$ cat config.mk
export PLATFORM = sky130hd
export DESIGN_NAME = instr_encoder_queue
export DESIGN_NICKNAME = d
export VERILOG_FILES = /design/src/rtl/instr_encoder_queue.sv
export SDC_FILE = /design/constraint.sdc
export NUM_CORES = 1
export LEC_CHECK = 0
export CORE_MARGIN = 3
export CORE_UTILIZATION = 30
export CTS_CLUSTER_DIAMETER = 40
export DETAILED_ROUTE_END_ITERATION = 6
export PLACE_DENSITY_LB_ADDON = 0.2
export SYNTH_ARGS = -nofsm -noshare
export SYNTH_HDL_FRONTEND = slang
export SYNTH_SLANG_ARGS = --single-unit
$ cat constraint.sdc
create_clock -name clk -period 2.9 [get_ports clk]
set_input_delay 0.58 -clock clk [delete_from_list [all_inputs] [get_ports clk]]
set_output_delay 0.58 -clock clk [all_outputs]
set_load 0.1 [all_outputs]
$ cat src/rtl/instr_encoder_queue.sv
// Packs decoded RV32 fields into 32-bit instruction words and buffers them in a
// small FIFO for the debug/boot injector; flags immediates the format cannot hold.
module instr_encoder_queue #(
  parameter int DEPTH = 4
) (
  input  logic                       clk,
  input  logic                       reset,
  input  logic                       flush,
  input  logic                       in_valid,
  output logic                       in_ready,
  input  logic [2:0]                 in_format,
  input  logic [6:0]                 in_opcode,
  input  logic [2:0]                 in_funct3,
  input  logic [6:0]                 in_funct7,
  input  logic [4:0]                 in_rd,
  input  logic [4:0]                 in_rs1,
  input  logic [4:0]                 in_rs2,
  input  logic [31:0]                in_imm,
  output logic                       out_valid,
  input  logic                       out_ready,
  output logic [31:0]                out_instr,
  output logic                       out_error,
  output logic [$clog2(DEPTH+1)-1:0] out_count
);

  localparam int PW = $clog2(DEPTH);
  localparam int CW = $clog2(DEPTH+1);

  localparam logic [2:0] FMT_R = 3'd0;
  localparam logic [2:0] FMT_I = 3'd1;
  localparam logic [2:0] FMT_S = 3'd2;
  localparam logic [2:0] FMT_B = 3'd3;
  localparam logic [2:0] FMT_U = 3'd4;
  localparam logic [2:0] FMT_J = 3'd5;

  // Handshake: a side transfers on a rising edge where its valid and ready are
  // both high; in_ready depends only on occupancy, never on out_ready.

  // ---------------------------------------------------------------- encoder
  logic [31:0] enc_word;
  logic        enc_error;
  logic        fits_12;
  logic        fits_13;
  logic        fits_21;

  // An immediate fits an N-bit signed field when every bit above it copies its sign.
  assign fits_12 = (in_imm[31:11] == {21{in_imm[11]}});
  assign fits_13 = (in_imm[31:12] == {20{in_imm[12]}});
  assign fits_21 = (in_imm[31:20] == {12{in_imm[20]}});

  always_comb begin
    enc_word  = 32'h0000_0013;
    enc_error = 1'b1;
    case (in_format)
      FMT_R: begin
        enc_word  = {in_funct7, in_rs2, in_rs1, in_funct3, in_rd, in_opcode};
        enc_error = 1'b0;
      end
      FMT_I: begin
        enc_word  = {in_imm[11:0], in_rs1, in_funct3, in_rd, in_opcode};
        enc_error = !fits_12;
      end
      FMT_S: begin
        enc_word  = {in_imm[11:5], in_rs2, in_rs1, in_funct3, in_imm[4:0], in_opcode};
        enc_error = !fits_12;
      end
      FMT_B: begin
        enc_word  = {in_imm[12], in_imm[10:5], in_rs2, in_rs1, in_funct3,
                     in_imm[4:1], in_imm[11], in_opcode};
        enc_error = !fits_13 || in_imm[0];
      end
      FMT_U: begin
        enc_word  = {in_imm[31:12], in_rd, in_opcode};
        enc_error = (in_imm[11:0] != 12'd0);
      end
      FMT_J: begin
        enc_word  = {in_imm[20], in_imm[10:1], in_imm[11], in_imm[19:12], in_rd, in_opcode};
        enc_error = !fits_21 || in_imm[0];
      end
      default: begin
        enc_word  = 32'h0000_0013;
        enc_error = 1'b1;
      end
    endcase
  end

  // ------------------------------------------------------------------ queue
  logic [32:0]   mem [DEPTH];
  logic [PW-1:0] wr_ptr;
  logic [PW-1:0] rd_ptr;
  logic [CW-1:0] count;
  logic [32:0]   head;

  logic          full;
  logic          push;
  logic          pop;
  logic [PW-1:0] rd_next;
  logic [CW-1:0] remaining;
  logic [CW-1:0] count_next;

  assign full      = (count == CW'(DEPTH));
  assign in_ready  = !full;
  assign out_valid = (count != '0);
  assign push      = in_valid && !full;
  assign pop       = out_valid && out_ready;

  assign rd_next    = pop ? rd_ptr + PW'(1) : rd_ptr;
  assign remaining  = count - CW'(pop);
  assign count_next = remaining + CW'(push);

  always_ff @(posedge clk) begin
    if (push && !flush) mem[wr_ptr] <= {enc_error, enc_word};
  end

  // The head register holds whatever the entry at rd_next will be after this
  // edge: an older stored entry, the word being pushed into an empty queue, or 0.
  always_ff @(posedge clk or posedge reset) begin
    if (reset) begin
      wr_ptr <= '0;
      rd_ptr <= '0;
      count  <= '0;
      head   <= '0;
    end else if (flush) begin
      wr_ptr <= '0;
      rd_ptr <= '0;
      count  <= '0;
      head   <= '0;
    end else begin
      if (push) wr_ptr <= wr_ptr + PW'(1);
      rd_ptr <= rd_next;
      count  <= count_next;
      if (remaining != '0) head <= mem[rd_next];
      else if (push)       head <= {enc_error, enc_word};
      else                 head <= '0;
    end
  end

  assign out_instr = head[31:0];
  assign out_error = head[32];
  assign out_count = count;

endmodule
==> impl_metrics.env <==
export IMPL_ir_drop_uv=409.1
export IMPL_setup_violations_final=0
export IMPL_crit_fanout=32
export IMPL_place_ws_ns=0.008851
export IMPL_min_path_type="primary input to async pin"
export IMPL_ys_seq_area_share_pct=65.99
export IMPL_grt_overflow=0
export IMPL_clkTransAtPathRegs_ns=0.07
export IMPL_num_vias=5063
export IMPL_layout_setup_ws_ns=0.3950
export IMPL_max_stage_delay_ns=0.42
export IMPL_cp_slowest_cell="dfrtp_2"
export IMPL_rsz0062_at_grt="false"
export IMPL_port_buffers=109
export IMPL_insertion_delay_ns=0.43
export IMPL_grt_antenna_before_repair=0
export IMPL_required_ns=3.26
export IMPL_fillers=2294
export IMPL_synthMostInstantiatedCell="edfxtp_1"
export IMPL_synthesis_area_mm2=0.007523
export IMPL_drive_gt1_share_pct=17.02
export IMPL_regArea_mm2=0.004970
export IMPL_tightest_slew_ns=0.8093
export IMPL_avgSynthCellArea_um2=12.99
export IMPL_multi_input_area_mm2=0.002350
export IMPL_grt_max_degree=65
export IMPL_dr_first_iter_drc_count=329
export IMPL_tns_ns=0
export IMPL_p_per_area_mw_per_mm2=912.5
export IMPL_final_max_slew_viol_count=0
export IMPL_ys_warn_count=0
export IMPL_coreArea_mm2=0.02446
export IMPL_synthTopCellsByArea="edfxtp_1 (53%), dfrtp_1 (13%), mux2i_1 (5.3%)"
export IMPL_numCtsBuffers=17
export IMPL_hold_viol_final=0
export IMPL_die_area_mm2=0.02701
export IMPL_criticalPathCategory="flop to flop"
export IMPL_die_h_um=164.4
export IMPL_setup_worst_path_start_class="flop"
export IMPL_synth_top_area_share_pct=52.69
export IMPL_synth_area_leader_cell="edfxtp_1"
export IMPL_path_cells="or3_4, nand2_1, inv_1, ha_1, ha_1, xnor2_1, and3_1, and2_1, buf_12, a22o_1"
export IMPL_synthFlopType="edfxtp_1"
export IMPL_cap_violations=0
export IMPL_die_x_um=164.4
export IMPL_crit_top_cell="ha_1"
export IMPL_ys_ff_latch=172
export IMPL_synth_distinct_cells=41
export IMPL_grt_first_pass_wirelength_um=29920
export IMPL_post_cts_buffers=0
export IMPL_routed_wl_um=19250
export IMPL_cp_end_kind="flop"
export IMPL_io_pins=110
export IMPL_grt_usage_pct=14.78
export IMPL_max_slew_margin_pct=45.47
export IMPL_crit_arrival_ns=2.86
export IMPL_antenna_left=0
export IMPL_wire_per_inst_um=18.49
export IMPL_cts_root_buf="clkbuf_16"
export IMPL_synth_net_count=659
export IMPL_drc=0
export IMPL_place_gp_congestion=0.8574
export IMPL_fmax_mhz=399.2
export IMPL_fin_crit_sh_pct=86.38
export IMPL_synthArstFlopShare_pct=23.26
export IMPL_floorplan_rows=57
export IMPL_cts_buffer_depth=2
export IMPL_cts_htree_levels=4
export IMPL_first_pass_iters=5
export IMPL_cts_tree="done"
export IMPL_cts_sinks=172
export IMPL_hpwl_um=12320
export IMPL_synth_edf_count=132
export IMPL_final_nets=784
export IMPL_antenna_cells=0
export IMPL_cts_resized=0
export IMPL_finalCriticalPeriod_ns=2.505
export IMPL_grt_pass1_vias=5268
export IMPL_leakage_nw=3.803
export IMPL_cts_hold_fix_buffers=0
export IMPL_start_util_pct=30.76
export IMPL_clock_skew_ns=0.01653
export IMPL_area_growth_pct=29.45
export IMPL_status="completed"
export IMPL_syn_inst=579
export IMPL_viasPerCell=4.864
export IMPL_yosys_top_cells_count="edfxtp_1 (132), a21oi_1 (42), dfrtp_1 (40), mux2i_1 (40), nor2b_1 (39)"
[flip-flops by register name, indices dropped and copies added (netlist names)]
| signal | count |
|---|---|
| head | 33 |
| mem | 132 |
| wr_ptr | 2 |
| rd_ptr | 2 |
| out_count | 3 |
[per-stage QoR]
step / std cells / hold WS (ns) / total power (W) / utilization (%) / area, um^2
finish: 1041 / 0.5196 / 0.008887 / 39.81 / 9739
global route: 1041 / 0.5699 / 0.009331 / 39.81 / 9739
CTS: 1041 / 0.5477 / 0.008994 / 39.81 / 9739
detailed placement: 1009 / 0.5915 / 0.006858 / 37.53 / 9181
global placement: 1009 / 0.5683 / 0.006818 / 37.53 / 9181
floorplan: 579 / 0.5382 / 0.005774 / - / 7542
[metal layers]
layer,part of all wire (%),vias to the layer above,GRT usage (%)
met3,4.2,7,3.153
li1,-,2426,-
met4,0.90,0,3.998
met2,48,128,23.94
met1,47,2502,20.15
met5,0,-,0
[final cells by class]
| type | instances | share of cell area (%) |
|---|---|---|
| Sequential cell | 172 | 51.03 |
| Multi-Input combinational cell | 344 | 24.13 |
| Timing Repair Buffer | 145 | 14.03 |
| Clock buffer | 18 | 4.406 |
| Tap cell | 324 | 4.162 |
| Clock inverter | 14 | 1.323 |
| Inverter | 24 | 0.9250 |
[path summary, 6_finish.rpt]
kind / from / to / slack [ns] / cells after the start
min in group clk: wr_ptr[1]$_DFFE_PP0P_ / wr_ptr[1]$_DFFE_PP0P_ / 0.60 / 2
max in group asynchronous: reset / head[23]$_DFF_PP0_ / 1.78 / 3
worst max register to register: out_count[0]$_DFF_PP0_ / head[7]$_DFF_PP0_ / 0.40 / 10
worst min register to register: wr_ptr[1]$_DFFE_PP0P_ / wr_ptr[1]$_DFFE_PP0P_ / 0.60 / 2
worst min-delay path: reset / rd_ptr[0]$_DFF_PP0_ / 0.52 / 2
worst max-delay path: out_count[0]$_DFF_PP0_ / head[7]$_DFF_PP0_ / 0.40 / 10
[logic make-up (layout without fill, tap and decap cells)]
family          after synthesis  after routing  share of synthesized area (%)
compound gates              151            151                          13.32
buf+inv                      63            201                          3.409
fa+ha+maj                     8              8                          1.331
mux                          41             41                          5.621
xor+xnor                      5              5                         0.6820
flops                       172            172                          65.99
simple gates                139            139                          9.646
[report_power, final]
part | internal, W | switching [W] | total, W | leakage [nW]
combinational | 0.00110 | 0.00254 | 0.00364 | 1.81
clock | 0.00113 | 0.00101 | 0.00214 | 0.264
sequential | 0.00298 | 0.000126 | 0.00311 | 1.73
total | 0.00522 | 0.00367 | 0.00889 | 3.80
[cell usage in the layout, fill, tap and decap left out, types with 5 or more instances in the layout]
cell	count
a211oi_1	32
a21oi_1	42
a22o_1	32
a22oi_1	6
and2_1	6
buf_12	8
buf_4	66
clkbuf_16	17
clkdlybuf4s50_1	71
dfrtp_1	36
edfxtp_1	132
ha_1	8
inv_1	23
inv_6	8
mux2i_1	40
nand2_1	37
nand3_1	5
nand4_1	5
nor2_1	21
nor2b_1	39
nor4_1	7
o21ai_0	29
[critical path: cells and delay by family (launching register included)]
kind | cells | cell delay, ns
flops | 1 | 0.42
compound gates | 1 | 0.18
simple gates | 4 | 0.98
buf+inv | 2 | 0.28
xor+xnor | 1 | 0.21
fa+ha+maj | 2 | 0.35
Power figures use the tool's default switching activity.
